File: src/rtl/tinytpu_operand_tx.sv
// ---------------------------------------------------------------------------
// tinytpu_operand_lane
//   One serial channel (X or Y) of the operand transmitter: a WORD-deep
//   element buffer plus the registered serial output bit.
//   clk, rst_n   clock / async active-low reset
//   we_i         write element wdata_i into slot waddr_i
//   shift_i      next cycle drives a valid bit (else the line is held at 0)
//   relem_i      element index of the next bit
//   rbit_i       bit position of the next bit inside that element
//   sdata_o      registered serial bit to the core
// ---------------------------------------------------------------------------
module tinytpu_operand_lane #(
  parameter int D_W  = 8,
  parameter int WORD = 4,
  parameter int EW   = 2,
  parameter int BW   = 3
) (
  input  logic           clk,
  input  logic           rst_n,
  input  logic           we_i,
  input  logic [EW-1:0]  waddr_i,
  input  logic [D_W-1:0] wdata_i,
  input  logic           shift_i,
  input  logic [EW-1:0]  relem_i,
  input  logic [BW-1:0]  rbit_i,
  output logic           sdata_o
);
  logic [D_W-1:0] mem_q [WORD];
  logic [D_W-1:0] word_sel;
  logic           sdata_d, sdata_q;

  // Buffer contents are don't-care whenever fill is 0, so no reset here.
  always_ff @(posedge clk) begin
    if (we_i) mem_q[waddr_i] <= wdata_i;
  end

  // Forward the element being written on the same edge; only reachable when
  // WORD == 1, where the accepting edge also launches element 0.
  always_comb begin
    word_sel = mem_q[relem_i];
    if (we_i && (waddr_i == relem_i)) word_sel = wdata_i;
    sdata_d = shift_i & word_sel[rbit_i];
  end

  always_ff @(posedge clk or negedge rst_n) begin
    if (!rst_n) sdata_q <= 1'b0;
    else        sdata_q <= sdata_d;
  end

  assign sdata_o = sdata_q;
endmodule

// ---------------------------------------------------------------------------
// tinytpu_operand_tx
//   Collects WORD (X,Y) operand pairs over a valid/ready push port, then
//   replays them bit-serially (element 0 first, MSB-first) on the tinytpu
//   load lines, followed by a one-cycle init strobe.
//   clk, rst_n          clock / async active-low reset
//   in_valid/in_ready   push handshake, in_x/in_y the pair
//   data_in_x/_y        serial bits (registered, 0 outside SHIFT)
//   load_en             high while serial bits are valid
//   init                one-cycle strobe after the last bit
//   busy                high in SHIFT and INIT
//   fill                pairs buffered
// ---------------------------------------------------------------------------
module tinytpu_operand_tx #(
  parameter int D_W  = 8,
  parameter int N    = 2,
  parameter int WORD = N * N
) (
  input  logic                      clk,
  input  logic                      rst_n,
  input  logic                      in_valid,
  output logic                      in_ready,
  input  logic [D_W-1:0]            in_x,
  input  logic [D_W-1:0]            in_y,
  output logic                      data_in_x,
  output logic                      data_in_y,
  output logic                      load_en,
  output logic                      init,
  output logic                      busy,
  output logic [$clog2(WORD+1)-1:0] fill
);
  localparam int FW = $clog2(WORD + 1);
  localparam int EW = (WORD > 1) ? $clog2(WORD) : 1;
  localparam int BW = (D_W > 1) ? $clog2(D_W) : 1;
  localparam int NL = 2;  // lane 0 = X, lane 1 = Y

  localparam logic [FW-1:0] FILL_MAX  = FW'(WORD);
  localparam logic [FW-1:0] FILL_LAST = FW'(WORD - 1);
  localparam logic [EW-1:0] ELEM_LAST = EW'(WORD - 1);
  localparam logic [BW-1:0] BIT_MSB   = BW'(D_W - 1);

  typedef enum logic [1:0] {COLLECT, SHIFT, INIT} state_e;

  state_e        state_q, state_d;
  logic [FW-1:0] fill_q, fill_d;
  // The WORD*D_W bit counter is kept split as (element, bit position):
  // element counts up, bit position counts down for MSB-first order.
  logic [EW-1:0] elem_q, elem_d;
  logic [BW-1:0] bpos_q, bpos_d;
  logic          load_en_q, load_en_d;
  logic          init_q, init_d;
  logic          busy_q, busy_d;
  logic          acc;

  logic [NL-1:0][D_W-1:0] lane_wdata;
  logic [NL-1:0]          lane_sdata;

  assign in_ready = (state_q == COLLECT) && (fill_q < FILL_MAX);
  assign acc      = in_valid && in_ready;

  always_ff @(posedge clk or negedge rst_n) begin
    if (!rst_n) begin
      state_q   <= COLLECT;
      fill_q    <= '0;
      elem_q    <= '0;
      bpos_q    <= '0;
      load_en_q <= 1'b0;
      init_q    <= 1'b0;
      busy_q    <= 1'b0;
    end else begin
      state_q   <= state_d;
      fill_q    <= fill_d;
      elem_q    <= elem_d;
      bpos_q    <= bpos_d;
      load_en_q <= load_en_d;
      init_q    <= init_d;
      busy_q    <= busy_d;
    end
  end

  // *_d values describe the cycle after the edge; elem_d/bpos_d address the
  // bit the lanes register on that same edge.
  always_comb begin
    state_d   = state_q;
    fill_d    = fill_q;
    elem_d    = elem_q;
    bpos_d    = bpos_q;
    load_en_d = 1'b0;
    init_d    = 1'b0;
    busy_d    = 1'b0;
    case (state_q)
      COLLECT: begin
        if (acc) begin
          fill_d = fill_q + 1'b1;
          if (fill_q == FILL_LAST) begin
            state_d   = SHIFT;
            load_en_d = 1'b1;
            busy_d    = 1'b1;
            elem_d    = '0;
            bpos_d    = BIT_MSB;
          end
        end
      end
      SHIFT: begin
        busy_d = 1'b1;
        if ((elem_q == ELEM_LAST) && (bpos_q == '0)) begin
          state_d = INIT;
          init_d  = 1'b1;
        end else begin
          load_en_d = 1'b1;
          if (bpos_q == '0) begin
            bpos_d = BIT_MSB;
            elem_d = elem_q + 1'b1;
          end else begin
            bpos_d = bpos_q - 1'b1;
          end
        end
      end
      INIT: begin
        state_d = COLLECT;
        fill_d  = '0;
      end
      default: begin
        state_d = COLLECT;
        fill_d  = '0;
      end
    endcase
  end

  assign lane_wdata = {in_y, in_x};

  for (genvar l = 0; l < NL; l++) begin : g_lane
    tinytpu_operand_lane #(
      .D_W (D_W),
      .WORD(WORD),
      .EW  (EW),
      .BW  (BW)
    ) u_lane (
      .clk    (clk),
      .rst_n  (rst_n),
      .we_i   (acc),
      .waddr_i(fill_q[EW-1:0]),
      .wdata_i(lane_wdata[l]),
      .shift_i(load_en_d),
      .relem_i(elem_d),
      .rbit_i (bpos_d),
      .sdata_o(lane_sdata[l])
    );
  end

  assign data_in_x = lane_sdata[0];
  assign data_in_y = lane_sdata[1];
  assign load_en   = load_en_q;
  assign init      = init_q;
  assign busy      = busy_q;
  assign fill      = fill_q;
endmodule

File: config.mk
export PLATFORM = sky130hd
export DESIGN_NAME = tinytpu_operand_tx
export DESIGN_NICKNAME = d
export VERILOG_FILES = /design/src/rtl/tinytpu_operand_tx.sv
export SDC_FILE = /design/constraint.sdc
export NUM_CORES = 1
export LEC_CHECK = 0
export CAP_MARGIN = 25
export CORE_MARGIN = 3
export CORE_UTILIZATION = 58
export DETAILED_ROUTE_END_ITERATION = 10
export PLACE_DENSITY = 0.79
export SYNTH_ARGS = -nofsm -noshare
export SYNTH_HDL_FRONTEND = slang
export SYNTH_SLANG_ARGS = --single-unit
File: constraint.sdc
create_clock -name clk -period 3.5 [get_ports clk]
set_input_delay 0.525 -clock clk [delete_from_list [all_inputs] [get_ports clk]]
set_output_delay 0.525 -clock clk [all_outputs]
set_load 0.01 [all_outputs]
# After elaboration in Yosys (flattened, before gate mapping)

Memory sizes are Yosys's and may differ from the RTL's.
Index checks and enable logic that the tools add are counted.

Register bits after elaboration: 15
Bits in writable memories: 64
Word-level logic and storage cells: 65
Memories kept: 2

Memories:

| name                   | words | bits a word | rd ports | clocked after Yosys merged registers in | wr ports | RTL line | RTL |
|---|---|---|---|---|---|---|---|
| g_lane[0].u_lane.mem_q | 4     | 8           | 1        | 0                                       | 1        | 28       | `logic [D_W-1:0] mem_q [WORD];` |
| g_lane[1].u_lane.mem_q | 4     | 8           | 1        | 0                                       | 1        | 28       |  |

Add/subtract/negate cells: 3
Magnitude comparators: 2
Equal/unequal tests: 7
Multiplexer cells: 31
Bitwise logic cells: 3
Reductions and logical operators: 8

Operators with widths:

| operator                                              | count |
|---|---|
| two-way mux 8 bit                                     | 2 |
| two-way mux 3 bit                                     | 5 |
| two-way mux 2 bit                                     | 7 |
| one-hot mux 3 bit (2 select lines)                    | 2 |
| two-way mux 1 bit                                     | 9 |
| one-hot mux 2 bit (2 select lines)                    | 2 |
| binary-select mux 1 bit (select 3 bit)                | 2 |
| logical AND 1 bit                                     | 4 |
| < comparator 3 x 4 -> 1 bit, second input constant    | 1 |
| inequality test 2 x 1 -> 1 bit, second input constant | 2 |
| one-hot mux 1 bit (2 select lines)                    | 2 |
| adder 3 x 1 -> 3 bit, second input constant           | 1 |
| equality test 3 x 2 -> 1 bit, second input constant   | 1 |
| logical NOT 3 bit                                     | 1 |
| < comparator 3 bit, second input constant             | 1 |
| AND reduction 3 bit                                   | 1 |
| subtractor 3 x 1 -> 3 bit, second input constant      | 1 |
| adder 2 x 1 -> 2 bit, second input constant           | 1 |
| AND 1 bit                                             | 2 |
| equality test 2 x 1 -> 1 bit, second input constant   | 1 |
| equality test 2 bit                                   | 1 |
| equality test 2 bit, second input constant            | 1 |
| logical NOT 2 bit                                     | 1 |
| inequality test 2 bit, second input constant          | 1 |
| 2 further kinds                                       | 2 |

# Depth between registers and ports, before layout

Gate-level depths: netlist of run 1.

Word-level depth: 11
Depth in mapped cells: 13
Depth with buffers taken out: 11

# Hierarchy

Synthesis of run 1 repeated with hierarchy kept, for this count alone.

Cell total of the unflattened synthesis: 213
Area, all modules: 3,580.9 µm²

By module, submodules not included:

| module                                  | times used | cells an instance | area an instance (µm²) |
|---|---|---|---|
| tinytpu_operand_lane (g_lane[0].u_lane) | 1          | 71                | 1,467.7 |
| tinytpu_operand_lane (g_lane[1].u_lane) | 1          | 78                | 1,456.4 |
| tinytpu_operand_tx                      | 1          | 64                | 656.9 |

# Least setup slack after synthesis of run 1

No wires, ideal clock.

Path type: register to register
Start: register bpos_q[0]
End: register g_lane[0].u_lane.sdata_q
Library setup time: 0.126 ns
Arrival time: 2.429 ns
Slack: 0.945 ns
Cell stages (with the launch flop): 13
Path buffers: 2
Period minus slack after synthesis: 2.555 ns
Path through: dfrtp_1 -> inv_1 -> ha_1 -> nor3b_4 -> mux2_1 -> nand3_2 -> a21oi_4 -> and2_1 -> buf_4 -> buf_6 -> a221oi_1 -> nand4b_1 -> o41ai_2

Word-level cells in the longest chain between the ends: 10
Elaborated cells between the ends (all ways): 20
Classes of those cells: add/sub: 1; eq/ne: 1; mux: 13; bitwise: 1; reduce/logical: 3; memory: 1

Ends and longest elaborated chain:

| what                                                                       | RTL line | RTL |
|---|---|---|
| from (decl)                                                                | 101      | `logic [BW-1:0] bpos_q, bpos_d;` |
| from (signal assigned)                                                     | 126      | `bpos_q <= bpos_d;` |
| parallel branches: the longest is 9 deep, another holds memory (4 x 8 bit) | -        |  |
| AND 1 bit *                                                                | 42       | `sdata_d = shift_i & word_sel[rbit_i];` |
| via g_lane[0].u_lane.sdata_d                                               | 30       | `logic sdata_d, sdata_q;` |
| to (signal assigned)                                                       | 47       | `else sdata_q <= sdata_d;` |
| to (decl)                                                                  | 30       |  |

Mark *: on every way through the listed nets, which the timed path passes. The select of a mux whose other input is x is not followed.
A chain may end at the register's enable or synchronous reset.

# Final worst setup path of run 1

Same ends and word-level chain as after synthesis.

==> results by group, run 1 <==
Run status
  • Status: completed

Synth
  • Syn Nets: 305
  • Largest family of logic cells by synthesized area: simple AND/OR/NAND/NOR gates
  • #FFs+latches synth: 79
  • EDFF count, synth: 64
  • Async SR Flop Fraction: 19.0%
  • Top FF cell, synth: edfxtp_1
  • Yosys top cell by area: edfxtp_1
  • Simple-gate share of the synthesized area: 12.9%
  • Cell variety after synth: 56
  • Cell Area, Synth: 0.00369 mm²
  • Yosys top cell area share: 52.1%
  • Yosys warns: 0
  • Syn avg cell area: 13.3 µm²
  • List of most frequent post-synthesis cells: edfxtp_1 (64), nand2_1 (47), mux2i_1 (18), dfrtp_1 (15), nand3_1 (13)
  • Post-synthesis sequential area ratio: 62.2%
  • Post-Syn Instances: 278
  • Most common cell in the netlist: edfxtp_1
  • Synth Area in Adders: 2.71%
  • Post-synthesis xor/xnor area fraction: 0.983%
  • Multiplexer area fraction after synthesis: 6.10%
  • Complex-gate fraction of the synthesized area: 11.2%
  • Largest cells by area after synthesis: edfxtp_1 (52%), dfrtp_1 (10%), mux2i_1 (4.9%)

STA
  • Tmin final: 3090 ps
  • Final hold vios: 0
  • Slew @ Worst Pin: 785 ps
  • Final Max Slew Viols: 0
  • Setup WS post-layout: 410 ps
  • RSZ-0062 raised after global routing: false
  • Hold WS: 594 ps
  • Slew HR: 47.2%
  • Fin crit share: 88.3%
  • Fmax achieved: 324 MHz
  • Post-route setup TNS: 0 ps
  • Final setup fails: 0
  • Worst Skew: 6.21 ps

Floorplanning
  • Die area: 0.00736 mm²
  • Row count: 28
  • Core outline area: 0.00603 mm²
  • Starting Density: 61.3%
  • Chip width: 85.8 µm
  • # IOs: 28
  • Die Y: 85.8 µm

Detailed routing
  • Iteration-0 DRC count of the detailed router: 185
  • Pre-antenna DRT Iters: 4
  • WL/cell: 19.0 µm
  • Post-DRT Antenna Nets: 0
  • DRC viols: 0
  • Final WL: 7460 µm
  • Routed vias/inst: 6.13
  • Via count: 2402

Critical path
  • Crit path max fanout: 20
  • Crit path DAT: 3340 ps
  • Critical Path RT: 3750 ps
  • Crit Path Category: flip-flop to flip-flop
  • CP Launch Type: flip-flop
  • Worst Setup End Kind: flip-flop

Power and ir drop
  • Peak VDD IR: 0.000349 V
  • Sw Ratio: 18.3%
  • Sw Pwr: 0.000356 W
  • Clock Power Share: 45.5%
  • Reg power frac: 52.4%
  • Pwr Density: 453 mW/mm²
  • Internal: 0.00158 W
  • Leak pwr: 1.69 nW
  • Combinational group share of total power: 2.1%

Placement
  • Placement Setup Slack: 283 ps
  • Placer congestion estimate: 0.875
  • DP HPWL: 5010 µm
  • Port bufs: 27

Clocking
  • Clk pin slew, worst setup/hold paths: 80 ps
  • CTS H-tree lvls: 3
  • Max Buffers Root-to-Sink: 2
  • CTS Hold Bufs: 0
  • Post-cts resize count: 0
  • CTS sink cnt: 79
  • Setup Buffers After CTS: 0
  • TritonCTS clock tree: built
  • Num CTS Buffers: 9
  • Clock latency at the later pin of the worst-skew pair: 350 ps
  • CTS root buffer: clkbuf_8

Finish
  • P&R area growth vs syn: 15.9%
  • Final net count: 339
  • Diodes inserted: 0
  • Share of post-route cells with drive strength above 1: 12.9%

Global routing
  • Initial antenna violation count: 0
  • Grt ovf: 0
  • First-pass GRT wire length: 12100 µm
  • Number of global-route vias before repair: 2363
  • Largest net degree at the start of global routing: 34
  • Gr usage total: 21.9%

Hold path
  • Hold crit path type: primary input to async pin

Flow run
  • Maxcap violations: 0
[stage by stage]
| stage | instance area (µm²) | power, W | std cells | utilization [%] |
|---|---|---|---|---|
| 2_1_floorplan | 3690 | 0.00104 | 278 | - |
| 3_3_place_gp | 4010 | 0.00108 | 376 | 66.6 |
| 3_5_place_dp | 4010 | 0.00108 | 376 | 66.6 |
| 4_1_cts | 4280 | 0.00194 | 392 | 71.0 |
| 5_1_grt | 4280 | 0.00200 | 392 | 71.0 |
| 6_report | 4280 | 0.00194 | 392 | 71.0 |
[cells in the final DEF, fill, tap and decap left out, types with 2 or more instances in the layout]
master	synthesis	final
buf_4	1	7
nand2b_4	2	2
nand2_1	47	47
mux2_2	3	3
mux2i_1	18	18
o21ai_0	5	5
nand3_1	13	13
clkbuf_8	0	9
and3_1	5	5
clkdlybuf4s50_1	0	27
and2_1	5	5
nor2_1	9	9
inv_1	9	9
nand3b_1	3	3
o211ai_1	3	3
a21oi_1	7	7
dfrtp_1	15	15
a221oi_1	4	4
inv_6	0	2
a21o_1	5	5
a31oi_1	5	5
ha_1	8	8
o31ai_1	4	4
edfxtp_1	64	64
o22ai_1	2	2
nor2b_1	2	2
bufinv_16	0	4
[state kept, by name (all words and copies together), names as in the netlist]
register,cells
g_lane.u_lane.sdata_o,2
busy,1
elem_q,2
bpos_q,3
fill,3
load_en,1
state_q,2
g_lane.u_lane.mem_q,64
init,1
[logic make-up after synthesis]
logic type	count (synthesis)
simple gates	93
flops	79
compound gates	52
buf+inv	22
mux	22
fa+ha+maj	8
xor+xnor	2
[path summary, 6_finish.rpt]
path / from / to / slack, ps / cells past startpoint
max in group asynchronous: rst_n / g_lane[1].u_lane.sdata_o / 2450 / 1
hold / removal: rst_n / fill[1] / 590 / 1
setup / recovery: bpos_q[0] / g_lane[0].u_lane.sdata_o / 410 / 10
setup reg to reg: bpos_q[0] / g_lane[0].u_lane.sdata_o / 410 / 10
hold reg to reg: bpos_q[1] / bpos_q[1] / 660 / 2
min in group clk: bpos_q[1] / bpos_q[1] / 660 / 2
[power by group through the flow]
| stage | clock [W] | sequential (W) | combinational [W] |
|---|---|---|---|
| after global placement | 0 | 0.00104 | 0.0000398 |
| after global routing | 0.000936 | 0.00102 | 0.0000446 |
| after CTS | 0.000888 | 0.00102 | 0.0000406 |
| after floorplan | 0 | 0.00104 | 0.00000387 |
| final | 0.000884 | 0.00102 | 0.0000405 |
| after detailed placement | 0 | 0.00104 | 0.0000401 |
[per-layer routing]
layer | wire (µm) | vias to the layer above | track usage (%)
li1 | - | 1106 | -
met1 | 3140 | 1190 | 29.0
met2 | 3720 | 88 | 35.7
met3 | 395 | 18 | 4.03
met4 | 198 | 0 | 9.64
met5 | 0 | - | 0
[worst max-delay path, stage by stage (launching register included)]
cell and delay [ps]:
dfrtp_1 400, inv_1 150, ha_1 300, nor3b_4 320, a2bb2oi_2 160, and2_4 340
xnor2_4 190, and2_1 480, nand2_1 120, and3_1 210, o41ai_2 320
[cell type report]
| cell class | count | area, µm² |
|---|---|---|
| Timing Repair Buffer | 34 | 323 |
| Clock buffer | 9 | 124 |
| Sequential cell | 79 | 2300 |
| Tap cell | 75 | 93.8 |
| Inverter | 11 | 46.3 |
| Multi-Input combinational cell | 177 | 1250 |
| Fill cell | 415 | 1750 |
| Clock inverter | 7 | 141 |
Note: power is estimated with default switching activity, not from simulation.
==> run 2: changes to the inputs <==
CTS_BUF_LIST = sky130_fd_sc_hd__clkbuf_16   (was not set)
==> results by group, run 2 (synthesis gave the netlist of run 1 again) <==
Detailed routing
  • Via count: 2419 (+0.71%)
  • Pre-antenna DRT Iters: 5 (+1)
  • Routed vias/inst: 6.17 (+0.71%)
  • DRC viols: 0 (unchanged)
  • Iteration-0 DRC count of the detailed router: 137 (-26%)
  • Post-DRT Antenna Nets: 0 (unchanged)
  • Final WL: 7660 µm (+2.6%)
  • WL/cell: 19.5 µm (+2.6%)

Critical path
  • FF-to-FF Start: bpos_q[0]
  • CP delay by family, top: compound AO/OA/AOI/OAI gates
  • Crit path max fanout: 6 (-70%)
  • Critical Path RT: 3730 ps (-20 ps)
  • Critical path origin: bpos_q[0]
  • Reg2reg path depth: 11 (+1)
  • Reg2reg setup slack: 370 ps (-40 ps)
  • Worst Setup End Kind: flip-flop
  • Crit Path Category: flip-flop to flip-flop
  • FF-to-FF End: g_lane[0].u_lane.sdata_o
  • Worst path max stage delay: 710 ps (+230 ps)
  • CP bufs+invs: 2 (+1)
  • Crit-path slowest cell: a21boi_0
  • Critical Path, Cell by Cell: inv_1, ha_1, nand3b_1, a22oi_2, inv_2, o21ai_0, a21boi_0, o22ai_1, a221oi_2, nand4b_1, o41ai_2
  • Crit path DAT: 3360 ps (+20 ps)
  • CP Launch Type: flip-flop

STA
  • Final Max Slew Viols: 0 (unchanged)
  • Tmin final: 3130 ps (+37.0 ps)
  • Fin crit share: 89.3% (+1.1 points)
  • Fmax achieved: 320 MHz (-1.2%)
  • Slew HR: 42.6% (-4.6 points)
  • Hold WS: 626 ps (+31.7 ps)
  • RSZ-0062 raised after global routing: false
  • Post-route setup TNS: 0 ps (unchanged)
  • Slew @ Worst Pin: 854 ps (+68.4 ps)
  • Final setup fails: 0 (unchanged)
  • Worst Skew: 3.48 ps (-2.74 ps)
  • Final hold vios: 0 (unchanged)
  • Setup WS post-layout: 373 ps (-37.0 ps)

Clocking
  • Post-cts resize count: 0 (unchanged)
  • TritonCTS clock tree: built
  • CTS H-tree lvls: 3 (unchanged)
  • CTS root buffer: clkbuf_16
  • Clk pin slew, worst setup/hold paths: 60 ps (-20 ps)
  • CTS Hold Bufs: 0 (unchanged)
  • Num CTS Buffers: 9 (unchanged)
  • Setup Buffers After CTS: 0 (unchanged)
  • CTS sink cnt: 79 (unchanged)
  • Max Buffers Root-to-Sink: 2 (unchanged)
  • Clock latency at the later pin of the worst-skew pair: 340 ps (about the same)

Finish
  • P&R area growth vs syn: 18.6%
  • Final net count: 339 (unchanged)
  • Final Util: 72.7% (+1.7 points)
  • Commonest non-fill, non-tap cell in the layout: edfxtp_1
  • Max reg flops: 64 (unchanged)
  • FF+latch area: 0.00230 mm² (unchanged)
  • Diodes inserted: 0 (unchanged)
  • Largest Register: g_lane.u_lane.mem_q
  • Multi-input gate area in the final layout: 0.00125 mm² (unchanged)
  • Most frequent cells in the layout: edfxtp_1 (64), nand2_1 (47), clkdlybuf4s50_1 (27)
  • FILL cells: 411 (-0.96%)
  • Share of post-route cells with drive strength above 1: 12.9% (unchanged)

Global routing
  • Largest net degree at the start of global routing: 34 (unchanged)
  • First-pass GRT wire length: 12400 µm (+2.9%)
  • Grt ovf: 0 (unchanged)
  • Gr usage total: 22.9% (+0.95 points)
  • Initial antenna violation count: 0 (unchanged)
  • Number of global-route vias before repair: 2438 (+3.2%)

Floorplanning
  • Row count: 28 (unchanged)
  • Chip width: 85.8 µm (unchanged)
  • Die area: 0.00736 mm² (unchanged)
  • # IOs: 28 (unchanged)
  • Starting Density: 61.3% (unchanged)
  • Die Y: 85.8 µm (unchanged)
  • Core outline area: 0.00603 mm² (unchanged)

Placement
  • Placement Setup Slack: 283 ps (unchanged)
  • Placer congestion estimate: 0.875 (unchanged)
  • Port bufs: 27 (unchanged)
  • DP HPWL: 5010 µm (unchanged)

Power and ir drop
  • Pwr Density: 502 mW/mm² (+11%)
  • Leak pwr: 1.73 nW (+2.7%)
  • Peak VDD IR: 0.000464 V (+33%)
  • Tot Pwr: 0.00220 W (+13%)

Hold path
  • Hold crit path type: primary input to async pin

Flow run
  • Maxcap violations: 0 (unchanged)

Run status
  • Status: completed
run 2: cell counts in the layout (fill, tap and decap cells not counted):
Identical to the previous run, type by type.
run 2: power breakdown:
part	switching, W	total (W)	internal (W)
clock	0.000369	0.00114	0.000771
combinational	0.0000197	0.0000406	0.0000209
sequential	0.000000938	0.00102	0.00102
total	0.000390	0.00220	0.00181
run 2: metal layers:
layer | part of all wire, % | track usage, %
met1 | 41 | 28.9
met5 | 0 | 0
met2 | 50 | 37.2
met4 | 2.6 | 10.9
met3 | 6.0 | 5.57
run 2: worst max path at each step:
stage	endpoint	slack [ps]	cells past startpoint
finish	g_lane[0].u_lane.sdata_o	370	11
global route	g_lane[0].u_lane.sdata_o	210	11
CTS	g_lane[1].u_lane.sdata_o	420	11
detailed placement	g_lane[0].u_lane.sdata_o	280	10
global placement	g_lane[0].u_lane.sdata_o	320	10
floorplan	g_lane[0].u_lane.sdata_o	950	12
run 2: through the flow:
stage	instance area [µm²]	cells
2_1_floorplan	3690	278
3_3_place_gp	4010	376
3_5_place_dp	4010	376
4_1_cts	4380	392
5_1_grt	4380	392
6_report	4380	392
run 2: cell type report:
cell class | count | area share [%]
multi-input cells | 177 | 28.6
clock inverters | 7 | 3.23
inverters | 11 | 1.06
repair buffers | 34 | 7.37
well taps | 75 | 2.14
clock buffers | 9 | 5.14
flip-flops and latches | 79 | 52.4
==> run 3: changes to the inputs <==
CELL_PAD_IN_SITES_DETAIL_PLACEMENT = 0   (was not set)
CELL_PAD_IN_SITES_GLOBAL_PLACEMENT = 1   (was not set)
CORE_UTILIZATION = 48   (was 58)
CTS_BUF_LIST = not set   (was sky130_fd_sc_hd__clkbuf_16)
GPL_TIMING_DRIVEN = 0   (was not set)
PLACE_DENSITY = not set   (was 0.79)
PLACE_DENSITY_LB_ADDON = 0.1   (was not set)
==> results by group, run 3 (synthesis gave the netlist of run 1 again) <==
Detailed routing
  • Post-DRT Antenna Nets: 0 (unchanged)
  • Pre-antenna DRT Iters: 4 (-1)
  • Routed vias/inst: 5.45 (-12%)
  • Via count: 2290 (-5.3%)
  • WL/cell: 18.2 µm (-7.1%)
  • DRC viols: 0 (unchanged)
  • Final WL: 7630 µm (-0.42%)
  • Iteration-0 DRC count of the detailed router: 155 (+13%)

STA
  • Tmin final: 3080 ps (-46.0 ps)
  • Slew @ Worst Pin: 995 ps (+142 ps)
  • Final Max Slew Viols: 0 (unchanged)
  • Final setup fails: 0 (unchanged)
  • Post-route setup TNS: 0 ps (unchanged)
  • Slew HR: 33.6% (-8.9 points)
  • Hold WS: 568 ps (-58.1 ps)
  • RSZ-0062 raised after global routing: false
  • Worst Skew: 11.1 ps (+7.62 ps)
  • Fmax achieved: 325 MHz (+1.5%)
  • Fin crit share: 88.0% (-1.3 points)
  • Final hold vios: 0 (unchanged)
  • Setup WS post-layout: 419 ps (+46.0 ps)

Placement
  • DP HPWL: 5110 µm (+2.1%)
  • Port bufs: 27 (unchanged)
  • Placement Setup Slack: 194 ps (-88.4 ps)
  • Placed Area: 0.00409 mm² (+1.8%)
  • Placer congestion estimate: 0.801 (-8.5%)

Critical path
  • Crit-path slowest cell: a21boi_0
  • Critical Path, Cell by Cell: inv_1, ha_1, nand3b_1, a22oi_2, inv_2, o21ai_0, a21boi_0, o22ai_1, a221oi_2, nand4b_1, o41ai_2
  • Worst path max stage delay: 700 ps (about the same)
  • Critical Path RT: 3740 ps (about the same)
  • CP Launch Type: flip-flop
  • Crit Path Category: flip-flop to flip-flop
  • Critical path origin: bpos_q[0]
  • FF-to-FF Start: bpos_q[0]
  • Worst Setup End Kind: flip-flop
  • Crit path max fanout: 6 (unchanged)
  • Crit path DAT: 3320 ps (-40 ps)

Finish
  • Max reg flops: 64 (unchanged)
  • P&R area growth vs syn: 15.5%
  • Final Util: 57.8% (-15 points)
  • Final Cell Area: 0.00426 mm² (-2.7%)
  • Final net count: 343 (+1.2%)
  • FILL cells: 619 (+51%)
  • Most frequent cells in the layout: edfxtp_1 (64), nand2_1 (47), clkdlybuf4s50_1 (27)
  • Commonest non-fill, non-tap cell in the layout: edfxtp_1
  • Largest Register: g_lane.u_lane.mem_q
  • Share of post-route cells with drive strength above 1: 13.7% (+0.77 points)
  • Diodes inserted: 0 (unchanged)

Floorplanning
  • Core outline area: 0.00737 mm² (+22%)
  • # IOs: 28 (unchanged)
  • Row count: 31 (+11%)
  • Die Y: 93.7 µm (+9.2%)
  • Chip width: 93.7 µm (+9.2%)
  • Die area: 0.00878 mm² (+19%)
  • Starting Density: 50.1% (-11 points)

Global routing
  • Gr usage total: 19.1% (-3.7 points)
  • Initial antenna violation count: 0 (unchanged)
  • Grt ovf: 0 (unchanged)
  • Largest net degree at the start of global routing: 17 (-50%)
  • First-pass GRT wire length: 12500 µm (+0.44%)
  • Number of global-route vias before repair: 2285 (-6.3%)

Hold path
  • Hold crit path type: flip-flop to flip-flop
  • Hold_sp: state_q[1]

Run status
  • Status: completed

Clocking
  • TritonCTS clock tree: built
  • CTS sink cnt: 79 (unchanged)
  • Setup Buffers After CTS: 0 (unchanged)
  • Num CTS Buffers: 9 (unchanged)
  • Clk pin slew, worst setup/hold paths: 80 ps (+20 ps)
  • CTS H-tree lvls: 3 (unchanged)
  • CTS root buffer: clkbuf_8
  • Clock latency at the later pin of the worst-skew pair: 350 ps (about the same)
  • Max Buffers Root-to-Sink: 2 (unchanged)
  • Post-cts resize count: 0 (unchanged)
  • CTS Hold Bufs: 0 (unchanged)

Power and ir drop
  • Reg power frac: 60.9% (+15 points)
  • Combinational group share of total power: 2.4% (+0.6 points)
  • Sw Ratio: 22.1% (+4.3 points)
  • Sw Pwr: 0.000368 W (-5.6%)
  • Pwr Density: 391 mW/mm² (-22%)
  • Clock Power Share: 36.6% (-15 points)
  • Leak pwr: 1.66 nW (-4.1%)
  • Peak VDD IR: 0.000227 V (-51%)
  • Internal: 0.00130 W (-28%)

Flow run
  • Maxcap violations: 0 (unchanged)
## run 3: changes by cell type in the layout (fill, tap and decap cells not counted), moves of 2 or more
cell | previous run | this run
clkbuf_8 | 0 | 9
buf_2 | 0 | 3
clkbuf_16 | 9 | 0
clkinv_2 | 0 | 2
buf_4 | 7 | 1
buf_6 | 0 | 4
bufinv_16 | 4 | 0
clkbuf_1 | 0 | 2
## run 3: per-stage QoR
step	total power, W	cells
6_report	0.00167	420
5_1_grt	0.00173	420
4_1_cts	0.00168	420
3_5_place_dp	0.00108	404
3_3_place_gp	0.00108	404
2_1_floorplan	0.00104	278
## run 3: per-layer routing
| layer | GRT usage [%] | wire length [µm] | vias up |
|---|---|---|---|
| met3 | 3.61 | 236 | 10 |
| met4 | 7.82 | 113 | 0 |
| met1 | 27.2 | 3650 | 1127 |
| met2 | 28.9 | 3630 | 37 |
| met5 | 0 | 0 | - |
| li1 | - | - | 1116 |
## run 3: cell type report
type                            count  area [µm²]  area share, %
Tap cell                           99         124           2.91
Timing Repair Buffer               27         270           6.34
Buffer                             11        95.1           2.23
Inverter                           11        46.3           1.09
Clock inverter                      7        52.6           1.23
Clock buffer                        9         124           2.91
Sequential cell                    79        2300           53.9
Multi-Input combinational cell    177        1250           29.4
## run 3: power by group through the flow
| stage | combinational (W) | clock [W] | sequential [W] |
|---|---|---|---|
| 6_report | 0.0000407 | 0.000611 | 0.00102 |
| 4_1_cts | 0.0000409 | 0.000625 | 0.00102 |
| 2_1_floorplan | 0.00000387 | 0 | 0.00104 |
| 3_3_place_gp | 0.0000399 | 0 | 0.00104 |
| 3_5_place_dp | 0.0000405 | 0 | 0.00104 |
| 5_1_grt | 0.0000448 | 0.000671 | 0.00102 |
## run 3: final timing paths
kind                                            end  slack (ps)  cells past startpoint
max                        g_lane[0].u_lane.sdata_o         420                     11
min                                         fill[0]         570                      2
max reg2reg                g_lane[0].u_lane.sdata_o         420                     11
min reg2reg                                 fill[0]         570                      2
max in group asynchronous  g_lane[0].u_lane.sdata_o        2420                      1
min in group asynchronous                      busy         610                      1
## run 3: worst max-delay path: cells and delay by family, from the launching register on
kind            cells  cell delay (ps)
compound gates      6             1680
simple gates        2              350
buf+inv             2              250
fa+ha+maj           1              300
flops               1              390
